## src/rtl/sr04_sensor_emu.sv

```systemverilog
// sr04_sensor_emu
//   Emulates the responder side of an HC-SR04 ultrasonic sensor so the sr04
//   controller can be looped back on-chip. A trigger pulse is synchronized and
//   qualified by width. After a fixed burst delay the block drives an echo pulse
//   whose width encodes the programmed distance (58 us per cm). It then holds
//   off for a recovery period before it accepts another trigger.
//
// Build option:
//   SR04_EMU_TIMEOUT_EN - when defined, an out-of-range distance (0 or above
//                         MAX_CM) produces a 38000 us "no object" echo. When
//                         undefined, an out-of-range distance gives no echo.
//
// Ports:
//   clk               system clock
//   reset             asynchronous active-high reset
//   en                enable; low returns the block to IDLE on the next clock
//   sensor_trigger_in trigger from the controller (asynchronous, 2-FF synced)
//   distance_cm       emulated distance, captured when a trigger is qualified
//   sensor_echo_out   echo pulse (registered)
//   busy              high whenever the FSM is not in IDLE (registered)
//   runt              one-clock pulse when a too-short trigger is rejected
//   dbg_state_o       current FSM state, for checkers (IDLE reads as 0)
module sr04_sensor_emu #(
  parameter int frequency   = 16000000,
  parameter int TRIG_MIN_US = 10,
  parameter int BURST_US    = 200,
  parameter int HOLDOFF_US  = 1000,
  parameter int MAX_CM      = 400
) (
  input  logic       clk,
  input  logic       reset,
  input  logic       en,
  input  logic       sensor_trigger_in,
  input  logic [8:0] distance_cm,
  output logic       sensor_echo_out,
  output logic       busy,
  output logic       runt,
  output logic [2:0] dbg_state_o
);

  localparam int CLKS_PER_US   = (frequency / 1000000 > 1) ? frequency / 1000000 : 1;
  // The longest interval ever loaded is the 38000 us timeout echo; the counter
  // is never narrower than 16 bits.
  localparam int ECHO_MAX_CLKS = 38000 * CLKS_PER_US;
  localparam int CNT_W         = ($clog2(ECHO_MAX_CLKS + 1) > 16) ? $clog2(ECHO_MAX_CLKS + 1) : 16;

  localparam logic [CNT_W-1:0] ONE           = CNT_W'(1);
  localparam logic [CNT_W-1:0] TRIG_MIN_CLKS = CNT_W'(TRIG_MIN_US * CLKS_PER_US);
  // Down-counters are loaded with (length - 1) so a state lasts exactly
  // `length` clocks, leaving on the clock after the counter reads zero.
  localparam logic [CNT_W-1:0] BURST_LOAD    = CNT_W'(BURST_US * CLKS_PER_US - 1);
  localparam logic [CNT_W-1:0] HOLD_LOAD     = CNT_W'(HOLDOFF_US * CLKS_PER_US - 1);
  localparam logic [CNT_W-1:0] ECHO_PER_CM   = CNT_W'(58 * CLKS_PER_US);
`ifdef SR04_EMU_TIMEOUT_EN
  localparam logic [CNT_W-1:0] TIMEOUT_LOAD  = CNT_W'(ECHO_MAX_CLKS - 1);
`endif

  typedef enum logic [2:0] {
    IDLE    = 3'd0,
    TRIG    = 3'd1,
    BURST   = 3'd2,
    ECHO    = 3'd3,
    HOLDOFF = 3'd4
  } state_e;

  state_e           state_q, state_d;
  logic [CNT_W-1:0] cnt_q, cnt_d;
  logic [8:0]       dist_q, dist_d;
  logic [1:0]       sync_q;
  logic             echo_q, busy_q, runt_q, runt_d;
  logic             trig_s;
  logic             in_range;
  logic [CNT_W-1:0] echo_load;

  assign trig_s    = sync_q[1];
  assign in_range  = (dist_q != 9'd0) && (int'(dist_q) <= MAX_CM);
  assign echo_load = CNT_W'(dist_q) * ECHO_PER_CM - ONE;

  always_comb begin
    state_d = state_q;
    cnt_d   = cnt_q;
    dist_d  = dist_q;
    runt_d  = 1'b0;
    case (state_q)
      IDLE: begin
        if (trig_s) begin
          state_d = TRIG;
          cnt_d   = '0;
        end
      end
      TRIG: begin
        // cnt_q is an up-counting width measurement here, saturating at all-ones.
        if (trig_s) begin
          if (cnt_q != '1) cnt_d = cnt_q + ONE;
        end else if (cnt_q >= TRIG_MIN_CLKS) begin
          dist_d  = distance_cm;
          state_d = BURST;
          cnt_d   = BURST_LOAD;
        end else begin
          runt_d  = 1'b1;
          state_d = IDLE;
          cnt_d   = '0;
        end
      end
      BURST: begin
        if (cnt_q != '0) begin
          cnt_d = cnt_q - ONE;
        end else if (in_range) begin
          state_d = ECHO;
          cnt_d   = echo_load;
        end else begin
`ifdef SR04_EMU_TIMEOUT_EN
          state_d = ECHO;
          cnt_d   = TIMEOUT_LOAD;
`else
          state_d = HOLDOFF;
          cnt_d   = HOLD_LOAD;
`endif
        end
      end
      ECHO: begin
        if (cnt_q != '0) begin
          cnt_d = cnt_q - ONE;
        end else begin
          state_d = HOLDOFF;
          cnt_d   = HOLD_LOAD;
        end
      end
      HOLDOFF: begin
        // After the recovery time the counter parks at zero until the
        // trigger is released, so a held trigger cannot re-fire.
        if (cnt_q != '0) begin
          cnt_d = cnt_q - ONE;
        end else if (!trig_s) begin
          state_d = IDLE;
          cnt_d   = '0;
        end
      end
      default: begin
        state_d = IDLE;
        cnt_d   = '0;
      end
    endcase
    if (!en) begin
      state_d = IDLE;
      cnt_d   = '0;
      dist_d  = '0;
      runt_d  = 1'b0;
    end
  end

  always_ff @(posedge clk or posedge reset) begin
    if (reset) begin
      state_q <= IDLE;
      cnt_q   <= '0;
      dist_q  <= '0;
      sync_q  <= '0;
      echo_q  <= 1'b0;
      busy_q  <= 1'b0;
      runt_q  <= 1'b0;
    end else begin
      state_q <= state_d;
      cnt_q   <= cnt_d;
      dist_q  <= dist_d;
      sync_q  <= {sync_q[0], sensor_trigger_in};
      // Outputs are registered from the next state so they line up with it.
      echo_q  <= (state_d == ECHO);
      busy_q  <= (state_d != IDLE);
      runt_q  <= runt_d;
    end
  end

  assign sensor_echo_out = echo_q;
  assign busy            = busy_q;
  assign runt            = runt_q;
  assign dbg_state_o     = state_q;

endmodule

```

## config.mk

```make
export PLATFORM = sky130hd
export DESIGN_NAME = sr04_sensor_emu
export DESIGN_NICKNAME = d
export VERILOG_FILES = /design/src/rtl/sr04_sensor_emu.sv
export SDC_FILE = /design/constraint.sdc
export NUM_CORES = 1
export LEC_CHECK = 0
export ABC_CLOCK_PERIOD_IN_PS = 6690
export BUFFER_PORTS_ARGS = -buffer_cell sky130_fd_sc_hd__buf_2
export CORE_MARGIN = 2
export CORE_UTILIZATION = 65
export DETAILED_ROUTE_END_ITERATION = 6
export MAX_ROUTING_LAYER = met4
export PLACE_DENSITY = 0.89
export REMOVE_ABC_BUFFERS = 1
export SYNTH_ARGS = -nofsm -noshare
export SYNTH_HDL_FRONTEND = slang
export SYNTH_SLANG_ARGS = --single-unit
```

## constraint.sdc

```tcl
create_clock -name clk -period 6.69 [get_ports clk]
set_input_delay 2.007 -clock clk [delete_from_list [all_inputs] [get_ports clk]]
set_output_delay 2.007 -clock clk [all_outputs]
set_load 0.1 [all_outputs]
```

==> impl_metrics.tcl, run 1 <==
set metrics [dict create \
    status "complete, no violations" \
    drtIter0Drc 363 \
    setup_viol 0 \
    fmax_ghz 0.241 \
    dieWidth_um 83.6 \
    vias 3891 \
    grt_antenna_before_repair 0 \
    crit_fanout 6 \
    rr_endpoint "cnt_q[18]$_DFFE_PP0P_" \
    cts_htree_levels 2 \
    ctsLongestPathBuffers 2 \
    r2r_slack_ps 2550 \
    drc_errors 0 \
    dp_hpwl_mm 7.66 \
    die_h_um 83.6 \
    synth_edf_count 0 \
    max_slew.worst_pin.slew_ps 836 \
    hold_depth 0 \
    synth_area_leader_cell "dfrtp_1" \
    fin_skew_ps 11.2 \
    wl_met3_um 693 \
    cp-start-kind "flop" \
    final.fill_count 475 \
    worstPathArrival_ps 4310 \
    worstSetupEndpointType "flop" \
    coreArea_sq_mm 0.00603 \
    clock_sinks 37 \
    grt-ovfl-total 0 \
    die-area_sq_mm 0.00698 \
    syn_area_sq_mm 0.00412 \
    synth_area_per_cell_sq_um 8.12 \
    post-route-min-period_ps 4140 \
    rows 28 \
    root_buffer "clkbuf_8" \
    cts_resized 0 \
    postCtsHoldBufs 0 \
    fin_crit_sh_pct 62.0 \
    r2r_start "dist_q[1]$_DFFE_PP0P_" \
    tns_ps 0 \
    hold_path_end "sync_q[1]$_DFF_PP0_" \
    syn_to_final_growth_pct 4.50 \
    highest_layer "met4" \
    final_area_sq_mm 0.00430 \
    postCtsSetupBuffers 0 \
    synth_flop_cell "dfrtp_1" \
    syn_inst 507 \
    drive_gt1_share_pct 9.20 \
    hold_class "flop to flop" \
    ant_nets 0 \
    synth_common_cells "nand2_1, ha_1, inv_1" \
    rr_worst_depth 13 \
    synthDistinctLibCells 72 \
    cts_tree "built" \
    synth_area_leaders "dfrtp_1, ha_1, fa_1, nand2_1, inv_1" \
    track_usage_pct 30.5 \
    start_util_pct 68.3 \
    ys_seq_area_share_pct 22.5 \
    clkLatencyLatePin_ps 290 \
    vdd.ir_drop.worst_v 0.000122 \
    via_per_inst 6.64 \
    drv_cap 0 \
    cp_data_required_time_ps 6860 \
    slew_viol_final 0 \
    grt_max_degree 38 \
    wire_per_inst_um 17.3 \
    num_antenna_cells 0 \
    synth.top_cell.area_share_pct 22.5 \
    grt_pass1_vias 3745 \
    powerDensity_mw_per_mm2 102 \
    port_buffers 18 \
    grt_setup_unrepaired "no" \
    io_pins 19 \
    synth.ff_latch_count 37 \
    ys_async_sr_fraction_pct 100 \
    grt_pass1_wl_mm 17.3 \
    max_slew_margin_pct 43.7 \
    layout.nets 577 \
    dr.pass1.iters 5 \
    numCtsBuffers 5 \
    met2_length_mm 5.09 \
    whs_ps 354 \
    yosys_warnings 0 \
    worstHoldStart "sync_q[0]$_DFF_PP0_" \
    wl_met1_mm 4.15 \
    p_leak_nw 2.07 \
    hold_violations 0 \
    critPathKind "flop to flop" \
    place_area_sq_mm 0.00421 \
    clk_pin_slew_ps 70 \
    wirelength_mm 10.2 \
    place.gp.congestion 0.991 \
    finalCoreUtilization_pct 71.4 \
    yosys.cell_count.top_type "nand2_1" \
]
## critical path, stage by stage, from the launching register on
cell and delay, ps:
dfrtp_1 450, inv_1 130, fa_1 550, inv_1 40
ha_1 300, fa_1 460, ha_1 380, xnor2_1 270
nor3b_1 290, o221ai_1 230, nor3_1 360, o21ai_0 210
and4b_1 290, o31ai_1 70
## metal layers
metal	track usage, %	up-vias
met4	9.82	0
met2	51.6	171
met1	37.4	1843
met5	-	-
met3	4.65	35
li1	-	1842
## registers in the layout, indices dropped and copies added, names as in the netlist
signal	count
runt	1
busy	1
cnt_q	20
sync_q	2
dbg_state_o	3
dist_q	9
sensor_echo_out	1
## cell type report
class	count	area, sq um	share of cell area (%)
inverters	41	154	3.58
repair buffers	21	113	2.62
well taps	75	93.8	2.18
flip-flops and latches	37	926	21.5
multi-input cells	405	2930	68.1
clock buffers	7	86.3	2.01
## worst max path at each step
stage               cells past startpoint             startpoint  slack, ps                    end
floorplan                              13  dist_q[1]$_DFFE_PP0P_       2860  cnt_q[19]$_DFFE_PP0P_
global placement                       13  dist_q[1]$_DFFE_PP0P_       2690  cnt_q[18]$_DFFE_PP0P_
detailed placement                     13  dist_q[1]$_DFFE_PP0P_       2560  cnt_q[18]$_DFFE_PP0P_
CTS                                    13  dist_q[1]$_DFFE_PP0P_       2550  cnt_q[19]$_DFFE_PP0P_
global route                           15  dist_q[6]$_DFFE_PP0P_       2180  cnt_q[19]$_DFFE_PP0P_
finish                                 13  dist_q[1]$_DFFE_PP0P_       2550  cnt_q[18]$_DFFE_PP0P_
## through the flow
stage	cells	worst slack [ps]	power [mW]
after floorplan	483	2860	0.261
final	586	2550	0.437
after global placement	579	2690	0.275
after global routing	586	2180	0.450
after detailed placement	579	2560	0.276
after CTS	586	2550	0.438
## cell families after synthesis
kind of cell	Yosys count	share of synthesized area [%]
adders and majority gates	53	18.5
buffers and inverters	65	6.51
xor gates and xnor gates	25	5.32
muxes	1	0.243
DFF	37	22.5
AOI/OAI and AO/OA	137	22.9
and+or+nand+nor	189	24.1
## placed cells by master, fill, tap and decap left out, types with 12 or more instances in the layout
master   netlist  layout
xnor2_1       12      12
nand3_1       13      13
o21ai_0       30      30
nor2_1        35      35
buf_2          9      18
xor2_1        13      13
nand2_1       60      60
ha_1          40      40
dfrtp_1       37      37
a21oi_1       27      27
inv_1         40      40
fa_1          13      13
nor3_1        19      19
## power breakdown
group / total [mW] / switching, mW / internal (mW)
sequential: 0.228 / 0.00288 / 0.225
combinational: 0.0448 / 0.0319 / 0.0130
clock: 0.165 / 0.0827 / 0.0819
No activity file was read; power rests on OpenSTA's default activity.
==> inputs of run 2 (changes only) <==
--- a/config.mk
+++ b/config.mk
@@ -5,13 +5,14 @@
 export SDC_FILE = /design/constraint.sdc
 export NUM_CORES = 1
 export LEC_CHECK = 0
-export ABC_CLOCK_PERIOD_IN_PS = 6690
+export ABC_AREA = 1
+export ABC_CLOCK_PERIOD_IN_PS = 4290
 export BUFFER_PORTS_ARGS = -buffer_cell sky130_fd_sc_hd__buf_2
 export CORE_MARGIN = 2
-export CORE_UTILIZATION = 65
+export CORE_UTILIZATION = 64
 export DETAILED_ROUTE_END_ITERATION = 6
 export MAX_ROUTING_LAYER = met4
-export PLACE_DENSITY = 0.89
+export PLACE_DENSITY = 0.87
 export REMOVE_ABC_BUFFERS = 1
 export SYNTH_ARGS = -nofsm -noshare
 export SYNTH_HDL_FRONTEND = slang
==> constraint.sdc (replaced) <==
create_clock -name clk -period 4.29 [get_ports clk]
set_input_delay 1.287 -clock clk [delete_from_list [all_inputs] [get_ports clk]]
set_output_delay 1.287 -clock clk [all_outputs]
set_load 0.1 [all_outputs]
==> impl_metrics.tcl, run 2 <==
set metrics [dict create \
    num_antenna_cells 0 \
    dieWidth_um 88.2 \
    ant_nets 0 \
    hold_violations 0 \
    synth_edf_count 0 \
    wire_per_inst_um 15.0 \
    syn_inst 666 \
    synth_xor_area_share_pct 3.67 \
    cts_resized 0 \
    grt_antenna_before_repair 0 \
    vdd.ir_drop.worst_v 0.000206 \
    crit_fanout 7 \
    rows 30 \
    syn_area_sq_mm 0.00453 \
    place.gp.congestion 1.00 \
    via_per_inst 5.59 \
    fmax_ghz 0.259 \
    grt_pass1_vias 4121 \
    yosys.cell_count.top_type "nand2_1" \
    grt-ovfl-total 0 \
    max_slew.worst_pin.slew_ps 1070 \
    die_h_um 88.2 \
    hold_class "flop to flop" \
    synth.ff_latch_count 37 \
    drtIter0Drc 343 \
    yosys_warnings 0 \
    port_buffers 18 \
    ys_async_sr_fraction_pct 100 \
    p_leak_nw 2.65 \
    final_cell_mix "nand2_1, inv_1, nand3_1" \
    cp_data_required_time_ps 4490 \
    synth_area_leader_cell "dfrtp_1" \
    vias 4323 \
    hold_depth 0 \
    worstHoldStart "sync_q[0]$_DFF_PP0_" \
    p_total_mw 1.35 \
    synth.area.mux_share_pct 0 \
    post-place-ws_ps 503 \
    worstPathArrival_ps 4060 \
    start_util_pct 66.3 \
    root_buffer "clkbuf_8" \
    drv_cap 0 \
    postCtsSetupBuffers 0 \
    dr.pass1.iters 5 \
    ctsLongestPathBuffers 2 \
    finalCoreUtilization_pct 69.4 \
    synth_common_cells "nand2_1, inv_1, nand3_1" \
    synthDistinctLibCells 47 \
    die-area_sq_mm 0.00777 \
    fin_crit_sh_pct 90.0 \
    clk_pin_slew_ps 80 \
    max_slew_margin_pct 28.6 \
    synth-simple-area-share_pct 38.5 \
    critPathKind "flop to flop" \
    ys_seq_area_share_pct 20.4 \
    synth_flop_cell "dfrtp_1" \
    synth_compound_area_share_pct 8.89 \
    drc_errors 0 \
    layout.nets 743 \
    dp_hpwl_mm 9.28 \
    postCtsHoldBufs 0 \
    track_usage_pct 33.2 \
    final_cells 774 \
    grt_max_degree 28 \
    top_register "cnt_q" \
    clock_sinks 37 \
    r2r_slack_ps 430 \
    final.fill_count 596 \
    synth_fa_ha_area_share_pct 16.8 \
    synth_area_leaders "dfrtp_1, nand2_1, ha_1, inv_1, nand3_1" \
    r2r_start "dist_q[5]$_DFFE_PP0P_" \
    grt_pass1_wl_mm 19.5 \
    largest_reg_flops 20 \
    post-route-min-period_ps 3860 \
    slew_viol_final 0 \
    rr_worst_depth 22 \
    hold_path_end "sync_q[1]$_DFF_PP0_" \
    dp.cells 766 \
    cts_tree "built" \
    synth_area_per_cell_sq_um 6.80 \
    coreArea_sq_mm 0.00683 \
    io_pins 19 \
    final_area_sq_mm 0.00474 \
    synth_top_family_by_area "simple AND/OR/NAND/NOR gates" \
    final_common_cell "nand2_1" \
    syn_to_final_growth_pct 4.58 \
    numCtsBuffers 5 \
    drive_gt1_share_pct 11.5 \
    wirelength_mm 11.6 \
    tns_ps 0 \
    clkLatencyLatePin_ps 300 \
    setup_viol 0 \
    powerDensity_mw_per_mm2 286 \
    whs_ps 365 \
    place_area_sq_mm 0.00462 \
    grt_setup_unrepaired "no" \
    final.setup.worst_slack_ps 429 \
    cp-start-kind "flop" \
    synth.top_cell.area_share_pct 20.4 \
    status "complete, no violations" \
    worstSetupEndpointType "flop" \
    rr_endpoint "cnt_q[17]$_DFFE_PP0P_" \
    cts_htree_levels 2 \
    fin_skew_ps 10.1 \
]
## run 2: layout make-up
type	instances	area, sq um	area share (%)
clock buffers	5	68.8	1.45
clock inverters	3	46.3	0.977
inverters	102	383	8.08
multi-input cells	509	3080	64.9
flip-flops and latches	37	926	19.5
well taps	96	120	2.53
repair buffers	22	120	2.53
## run 2: power by group
group | total (mW) | switching, mW | internal, mW | leakage, nW
Clock | 0.321 | 0.147 | 0.174 | 0.0543
Combinational | 0.650 | 0.429 | 0.221 | 2.09
Sequential | 0.382 | 0.0218 | 0.360 | 0.500
Total | 1.35 | 0.598 | 0.756 | 2.65
## run 2: worst max-delay path by stage
stage	from	to	slack (ps)	depth (start not counted)
final	dist_q[5]$_DFFE_PP0P_	cnt_q[17]$_DFFE_PP0P_	430	22
after global routing	dist_q[2]$_DFFE_PP0P_	cnt_q[17]$_DFFE_PP0P_	140	22
after CTS	dist_q[4]$_DFFE_PP0P_	cnt_q[17]$_DFFE_PP0P_	480	22
after detailed placement	dist_q[5]$_DFFE_PP0P_	cnt_q[17]$_DFFE_PP0P_	500	22
after global placement	dist_q[5]$_DFFE_PP0P_	cnt_q[17]$_DFFE_PP0P_	660	22
after floorplan	dist_q[5]$_DFFE_PP0P_	cnt_q[17]$_DFFE_PP0P_	830	22
## run 2: kinds of logic (layout without fill, tap and decap cells)
logic type / Yosys count / count (layout)
and+or+nand+nor: 368 / 368
buffers and inverters: 120 / 132
AOI/OAI and AO/OA: 69 / 69
adders and majority gates: 53 / 53
DFF: 37 / 37
xor gates and xnor gates: 19 / 19
## run 2: routing by layer
layer	vias up	wire, um	global-route usage, %
li1	2152	-	-
met1	2010	4980	41.5
met2	127	5560	55.3
met3	34	668	4.34
met4	0	372	11.7
met5	-	0	-
## run 2: worst max-delay path: stages (launching register included)
cell and delay [ps]:
dfrtp_1 430, inv_1 170, fa_1 510, inv_1 40
ha_1 270, inv_1 50, fa_1 490, inv_1 40
ha_1 350, nand2_1 140, inv_1 60, nand2_1 120
nand3_1 130, nand2_1 80, nand2_1 80, nor2_1 190
nand2_1 90, nor2_1 160, nand3_1 110, nand3_1 80
nand2_1 50, nand2_1 50, nand2_1 40
